### src/rtl/game_pkg.sv
// Shared definitions for overlay sequencers: state codes, scale width and
// the brightness-scaling helper used on the pixel path.
package game_pkg;

  localparam int unsigned SCALE_W = 5;
  localparam int unsigned PIX_W   = 4;

  localparam logic [SCALE_W-1:0] SCALE_MAX = 5'd16;

  localparam logic [1:0] ST_IDLE     = 2'd0;
  localparam logic [1:0] ST_FADE_IN  = 2'd1;
  localparam logic [1:0] ST_SHOW     = 2'd2;
  localparam logic [1:0] ST_FADE_OUT = 2'd3;

  // (pix * scale) >> 4 on a 9-bit product; scale <= 16 keeps the result in 4 bits
  function automatic logic [PIX_W-1:0] scale_pixel(input logic [PIX_W-1:0] pix,
                                                   input logic [SCALE_W-1:0] scale);
    logic [8:0] prod;
    prod = 9'(pix) * 9'(scale);
    return PIX_W'(prod >> 4);
  endfunction

endpackage

### src/rtl/sync_edge.sv
// Two-flop synchroniser followed by a one-cycle edge detector of selectable polarity.
module sync_edge #(
  parameter bit RESET_VAL = 1'b0,
  parameter bit FALLING   = 1'b0
) (
  input  logic clk,
  input  logic rst_n,
  input  logic din,
  output logic pulse_c
);

  logic meta;
  logic sync;
  logic sync_d;

  always_ff @(posedge clk or negedge rst_n) begin
    if (!rst_n) begin
      meta   <= RESET_VAL;
      sync   <= RESET_VAL;
      sync_d <= RESET_VAL;
    end else begin
      meta   <= din;
      sync   <= meta;
      sync_d <= sync;
    end
  end

  assign pulse_c = FALLING ? (sync_d & ~sync) : (~sync_d & sync);

endmodule

### src/rtl/game_over_sequencer.sv
// Game-over overlay sequencer: fades the overlay in when the game ends, blinks it,
// and on an accepted restart key fades it out and pulses restart_req.
module game_over_sequencer #(
  parameter int unsigned FADE_FRAMES     = 2,
  parameter int unsigned BLINK_FRAMES    = 30,
  parameter int unsigned MIN_SHOW_FRAMES = 60
) (
  input  logic       clk_125MHz,
  input  logic       rst_n,
  input  logic       vsync,
  input  logic       game_over,
  input  logic       restart_key,
  input  logic [3:0] In_Red,
  input  logic [3:0] In_Green,
  input  logic [3:0] In_Blue,
  output logic [3:0] Out_Red,
  output logic [3:0] Out_Green,
  output logic [3:0] Out_Blue,
  output logic       over_active,
  output logic       restart_req
);

  import game_pkg::*;

  localparam int unsigned FADE_W  = $clog2(FADE_FRAMES + 1);
  localparam int unsigned BLINK_W = $clog2(BLINK_FRAMES + 1);
  localparam int unsigned SHOW_W  = $clog2(MIN_SHOW_FRAMES + 1);

  localparam logic [FADE_W-1:0]  FADE_LAST  = FADE_W'(FADE_FRAMES - 1);
  localparam logic [BLINK_W-1:0] BLINK_LAST = BLINK_W'(BLINK_FRAMES - 1);
  localparam logic [SHOW_W-1:0]  SHOW_MIN   = SHOW_W'(MIN_SHOW_FRAMES);

  logic frame_tick;
  logic key_rise;

  logic [1:0]         state,     state_nxt;
  logic [SCALE_W-1:0] scale,     scale_nxt;
  logic               visible,   visible_nxt;
  logic [FADE_W-1:0]  fade_cnt,  fade_cnt_nxt;
  logic [BLINK_W-1:0] blink_cnt, blink_cnt_nxt;
  logic [SHOW_W-1:0]  show_cnt,  show_cnt_nxt;
  logic               restart_nxt;
  logic               key_en;

  sync_edge #(.RESET_VAL(1'b1), .FALLING(1'b1)) u_vsync_sync (
    .clk     (clk_125MHz),
    .rst_n   (rst_n),
    .din     (vsync),
    .pulse_c (frame_tick)
  );

  sync_edge #(.RESET_VAL(1'b0), .FALLING(1'b0)) u_key_sync (
    .clk     (clk_125MHz),
    .rst_n   (rst_n),
    .din     (restart_key),
    .pulse_c (key_rise)
  );

  assign key_en = (show_cnt == SHOW_MIN);

  always_ff @(posedge clk_125MHz or negedge rst_n) begin
    if (!rst_n) begin
      state       <= ST_IDLE;
      scale       <= '0;
      visible     <= 1'b0;
      fade_cnt    <= '0;
      blink_cnt   <= '0;
      show_cnt    <= '0;
      restart_req <= 1'b0;
      over_active <= 1'b0;
    end else begin
      state       <= state_nxt;
      scale       <= scale_nxt;
      visible     <= visible_nxt;
      fade_cnt    <= fade_cnt_nxt;
      blink_cnt   <= blink_cnt_nxt;
      show_cnt    <= show_cnt_nxt;
      restart_req <= restart_nxt;
      over_active <= (state_nxt != ST_IDLE);
    end
  end

  always_comb begin
    state_nxt     = state;
    scale_nxt     = scale;
    visible_nxt   = visible;
    fade_cnt_nxt  = fade_cnt;
    blink_cnt_nxt = blink_cnt;
    show_cnt_nxt  = show_cnt;
    restart_nxt   = 1'b0;

    case (state)
      ST_IDLE: begin
        scale_nxt   = '0;
        visible_nxt = 1'b0;
        if (game_over) begin
          state_nxt    = ST_FADE_IN;
          visible_nxt  = 1'b1;
          fade_cnt_nxt = '0;
        end
      end

      ST_FADE_IN: begin
        if (frame_tick) begin
          if (fade_cnt == FADE_LAST) begin
            fade_cnt_nxt = '0;
            scale_nxt    = scale + SCALE_W'(1);
            if (scale == SCALE_MAX - SCALE_W'(1)) begin
              state_nxt     = ST_SHOW;
              visible_nxt   = 1'b1;
              blink_cnt_nxt = '0;
              show_cnt_nxt  = '0;
            end
          end else begin
            fade_cnt_nxt = fade_cnt + FADE_W'(1);
          end
        end
      end

      // an accepted key beats a coincident frame tick, so its blink toggle is lost
      ST_SHOW: begin
        scale_nxt = SCALE_MAX;
        if (key_rise && key_en) begin
          state_nxt   = ST_FADE_OUT;
          visible_nxt = 1'b1;
        end else if (frame_tick) begin
          if (!key_en) begin
            show_cnt_nxt = show_cnt + SHOW_W'(1);
          end
          if (blink_cnt == BLINK_LAST) begin
            blink_cnt_nxt = '0;
            visible_nxt   = ~visible;
          end else begin
            blink_cnt_nxt = blink_cnt + BLINK_W'(1);
          end
        end
      end

      ST_FADE_OUT: begin
        if (frame_tick) begin
          scale_nxt = scale - SCALE_W'(1);
          if (scale == SCALE_W'(1)) begin
            state_nxt   = ST_IDLE;
            visible_nxt = 1'b0;
            restart_nxt = 1'b1;
          end
        end
      end

      default: begin
        state_nxt   = ST_IDLE;
        scale_nxt   = '0;
        visible_nxt = 1'b0;
      end
    endcase

    // game logic withdrawing game_over aborts the overlay silently
    if (state != ST_IDLE && !game_over) begin
      state_nxt     = ST_IDLE;
      scale_nxt     = '0;
      visible_nxt   = 1'b0;
      fade_cnt_nxt  = '0;
      blink_cnt_nxt = '0;
      show_cnt_nxt  = '0;
      restart_nxt   = 1'b0;
    end
  end

  always_ff @(posedge clk_125MHz or negedge rst_n) begin
    if (!rst_n) begin
      Out_Red   <= '0;
      Out_Green <= '0;
      Out_Blue  <= '0;
    end else begin
      Out_Red   <= visible ? scale_pixel(In_Red,   scale) : 4'd0;
      Out_Green <= visible ? scale_pixel(In_Green, scale) : 4'd0;
      Out_Blue  <= visible ? scale_pixel(In_Blue,  scale) : 4'd0;
    end
  end

endmodule

### config.mk
export PLATFORM = sky130hd
export DESIGN_NAME = game_over_sequencer
export DESIGN_NICKNAME = d
export VERILOG_FILES = /design/src/rtl/game_pkg.sv /design/src/rtl/sync_edge.sv /design/src/rtl/game_over_sequencer.sv
export SDC_FILE = /design/constraint.sdc
export NUM_CORES = 1
export LEC_CHECK = 0
export BUFFER_PORTS_ARGS = -buffer_cell sky130_fd_sc_hd__buf_2
export CAP_MARGIN = 10
export CORE_ASPECT_RATIO = 0.5
export CORE_MARGIN = 5
export CORE_UTILIZATION = 32
export CTS_CLUSTER_DIAMETER = 150
export DETAILED_ROUTE_END_ITERATION = 10
export REMOVE_ABC_BUFFERS = 1
export SLEW_MARGIN = 20
export SYNTH_ARGS = -nofsm -noshare
export SYNTH_HDL_FRONTEND = slang
export SYNTH_HIERARCHICAL = 1
export SYNTH_SLANG_ARGS = --single-unit
### constraint.sdc
create_clock -name clk_125MHz -period 7.53 [get_ports clk_125MHz]
set_input_delay 0.753 -clock clk_125MHz [delete_from_list [all_inputs] [get_ports clk_125MHz]]
set_output_delay 0.753 -clock clk_125MHz [all_outputs]
set_load 0.05 [all_outputs]
==> flow_summary.json <==
{
  "status": "completed",
  "synthArstFlopShare_pct": 100,
  "fin_cells": 517,
  "synthFlopType": "dfrtp_1",
  "skew_ns": 0.00621,
  "fp.dieH_um": 81.6,
  "vdd_drop_max_v": 0.0000938,
  "powerDensity_mw_per_mm2": 141,
  "grt_usage_pct": 11.2,
  "num_vias": 2504,
  "fillers": 1044,
  "synth-edff-count": 0,
  "drc_errors": 0,
  "cts_tree": "yes",
  "worstMarginPinSlew_ns": 0.902,
  "cts_hold_buf": 0,
  "vias_per_cell": 4.84,
  "clk_pin_slew_ns": 0.06,
  "gr-total-overflow": 0,
  "post-route-util_pct": 36.8,
  "die_w_um": 153,
  "clock_sinks": 41,
  "dpl_worst_slack_ns": 4.01,
  "cts_resized": 0,
  "p_sw_mw": 0.120,
  "postCtsSetupBuffers": 0,
  "route.final.wire_length_um": 6540,
  "start_kind": "flip-flop",
  "setup-violations-final": 0,
  "dp_hpwl_um": 4860,
  "slew_viol_final": 0,
  "clockPowerShare_pct": 48.0,
  "crit_path_top_delay_cell": "dfrtp_1",
  "ys_seq_elements": 41,
  "n_antenna_cell": 0,
  "syn_area_mm2": 0.00328,
  "design.core.area_mm2": 0.0101,
  "p_seq_share_pct": 43.9,
  "critPathKind": "reg2reg",
  "htreeDepth": 2,
  "p_int_mw": 0.404,
  "drtAntennaViolNets": 0,
  "p_leak_nw": 1.83,
  "p_comb_share_pct": 8.2,
  "worstSetupEndpointType": "flip-flop",
  "cts_max_path_buffers": 2,
  "insertion_delay_ns": 0.28,
  "dpl.cell_count": 509,
  "setup_tns_ns": 0,
  "worstPathMaxFanout": 16,
  "postSynthCellCount": 350,
  "grt_setup_unrepaired": "no",
  "syn_to_final_growth_pct": 13.5,
  "fin_crit_sh_pct": 43.4,
  "root_buffer": "clkbuf_16",
  "finalHoldViolCount": 0,
  "whs_ns": 0.347,
  "wl_per_cell_um": 12.6,
  "slew_headroom_pct": 39.9,
  "num-nets-final": 443,
  "drive_gt1_share_pct": 14.6,
  "synth.avg_cell_area_um2": 9.38,
  "fin_crit_ns": 3.27,
  "cap_violations": 0,
  "grt_max_degree": 42,
  "fmax_mhz": 306,
  "cp.arrival_ns": 3.42,
  "seq_area_frac_synth_pct": 31.4,
  "fp.dieArea_mm2": 0.0125,
  "drt_iter0_markers": 113,
  "antenna_found_initial": 0,
  "crit_chain": "and2_1, fa_1, inv_1, fa_1, inv_1, ha_1, nand4_1, o211ai_1, o21a_1, o21ai_0, nor3b_1",
  "max_stage_delay_ns": 0.58,
  "cts_made_buffers": 5,
  "rows": 26,
  "yosys_warnings": 6,
  "hp-class": "reg2reg",
  "grt_pass1_wl_um": 11500,
  "ios": 31,
  "swShare_pct": 22.8,
  "io_buffers": 30,
  "first_pass_iters": 4,
  "finalWeightedCongestion": 0.797,
  "critical_path_required_ns": 7.68,
  "first_global_vias": 2429,
  "start_util_pct": 32.4,
  "synth.distinct_cells": 55,
  "fin_ws_ns": 4.26
}
-- path summary, 6_finish.rpt --
| check | startpoint | end | slack, ns | cells after the start |
|---|---|---|---|---|
| max | scale[1]$_DFFE_PN0P_ | Out_Blue[3]$_DFF_PN0_ | 4.26 | 11 |
| min | u_key_sync/meta$_DFF_PN0_ | u_key_sync/sync$_DFF_PN0_ | 0.35 | 0 |
| max reg2reg | scale[1]$_DFFE_PN0P_ | Out_Blue[3]$_DFF_PN0_ | 4.26 | 11 |
| min reg2reg | u_key_sync/meta$_DFF_PN0_ | u_key_sync/sync$_DFF_PN0_ | 0.35 | 0 |
| max in group asynchronous | rst_n | show_cnt[0]$_DFFE_PN0P_ | 6.37 | 1 |
| min in group asynchronous | rst_n | Out_Red[1]$_DFF_PN0_ | 0.59 | 1 |
-- metal layers --
metal  wire [um]  track usage [%]  vias to the layer above
li1            -                -                     1259
met5           0                0                        -
met1        3360             14.9                     1213
met4          91             3.64                        0
met3         181             2.63                        6
met2        2910             18.4                       26
-- worst max-delay path: cells and delay by family, from the launching register on --
kind | cells | cell delay, ns
DFF | 1 | 0.58
adders and majority gates | 3 | 1.40
and+or+nand+nor | 3 | 0.50
buffers and inverters | 2 | 0.10
AOI/OAI and AO/OA | 3 | 0.55
-- cell usage after synthesis, types with 2 or more instances --
cell / number / area, um2
o211ai_1: 3 / 22.5
buf_2: 3 / 15.0
nand2_1: 43 / 161
a211o_1: 2 / 17.5
dfrtp_1: 38 / 951
o21bai_1: 4 / 30.0
fa_1: 15 / 300
o21ai_0: 12 / 60.1
xor2_1: 9 / 78.8
nand3_1: 8 / 40.0
clkbuf_1: 5 / 18.8
nor4_1: 2 / 12.5
nor2_1: 25 / 93.8
buf_4: 2 / 15.0
a22o_1: 2 / 17.5
dfstp_2: 3 / 78.8
xnor2_1: 4 / 35.0
nand4_1: 11 / 68.8
a211oi_1: 4 / 30.0
nor2b_4: 2 / 27.5
nor3_1: 12 / 60.1
o21a_1: 5 / 37.5
nor2b_1: 2 / 12.5
and2_1: 29 / 181
nor3b_1: 8 / 60.1
inv_1: 29 / 109
a21oi_1: 6 / 30.0
ha_1: 35 / 438
-- cell type report --
type / instances / area [um2] / area share, %
Clock buffer: 6 / 139 / 3.73
Clock inverter: 2 / 37.5 / 1.01
Inverter: 29 / 109 / 2.92
Multi-Input combinational cell: 269 / 2080 / 55.9
Sequential cell: 41 / 1030 / 27.7
Tap cell: 140 / 175 / 4.70
Timing Repair Buffer: 30 / 150 / 4.03
-- power by group through the flow --
stage                     sequential (mW)  clock (mW)  combinational, mW
after CTS                           0.230       0.259             0.0436
after detailed placement            0.234           0             0.0432
after global placement              0.234           0             0.0432
final                               0.230       0.251             0.0428
after floorplan                     0.237           0             0.0197
after global routing                0.230       0.270             0.0487
-- cells in the final DEF (no fill, tap or decap), types with 2 or more instances in the layout --
cell	instances
a211o_1	2
a211oi_1	4
a21oi_1	6
a22o_1	2
and2_1	29
buf_2	30
clkbuf_16	5
dfrtp_1	38
dfstp_2	3
fa_1	15
ha_1	35
inv_1	29
nand2_1	43
nand3_1	8
nand4_1	11
nor2_1	25
nor2b_1	2
nor2b_4	2
nor3_1	12
nor3b_1	8
nor4_1	2
o211ai_1	3
o21a_1	5
o21ai_0	12
o21bai_1	4
xnor2_1	4
xor2_1	9
-- cell families after synthesis --
logic type	count (synthesis)	share of synthesized area (%)
adder cells (fa/ha/maj)	50	22.5
buffers and inverters	40	5.15
AND/OR/NAND/NOR	153	24.9
XOR/XNOR	13	3.47
AO/OA/AOI/OAI	51	12.0
flip-flops	41	31.4
multiplexers	2	0.648
-- registers in the layout, summed over array words and instances (netlist names), 2 cells and up --
register   cells
show_cnt       6
blink_cnt      5
scale          5
Out_Blue       4
Out_Green      4
Out_Red        4
fade_cnt       2
state          2
-- stage by stage --
stage	power [mW]	cell area [um2]
2_1_floorplan	0.257	3220
3_3_place_gp	0.277	3550
3_5_place_dp	0.277	3550
4_1_cts	0.532	3720
5_1_grt	0.549	3720
6_report	0.524	3720
No activity file was read; power rests on OpenSTA's default activity.
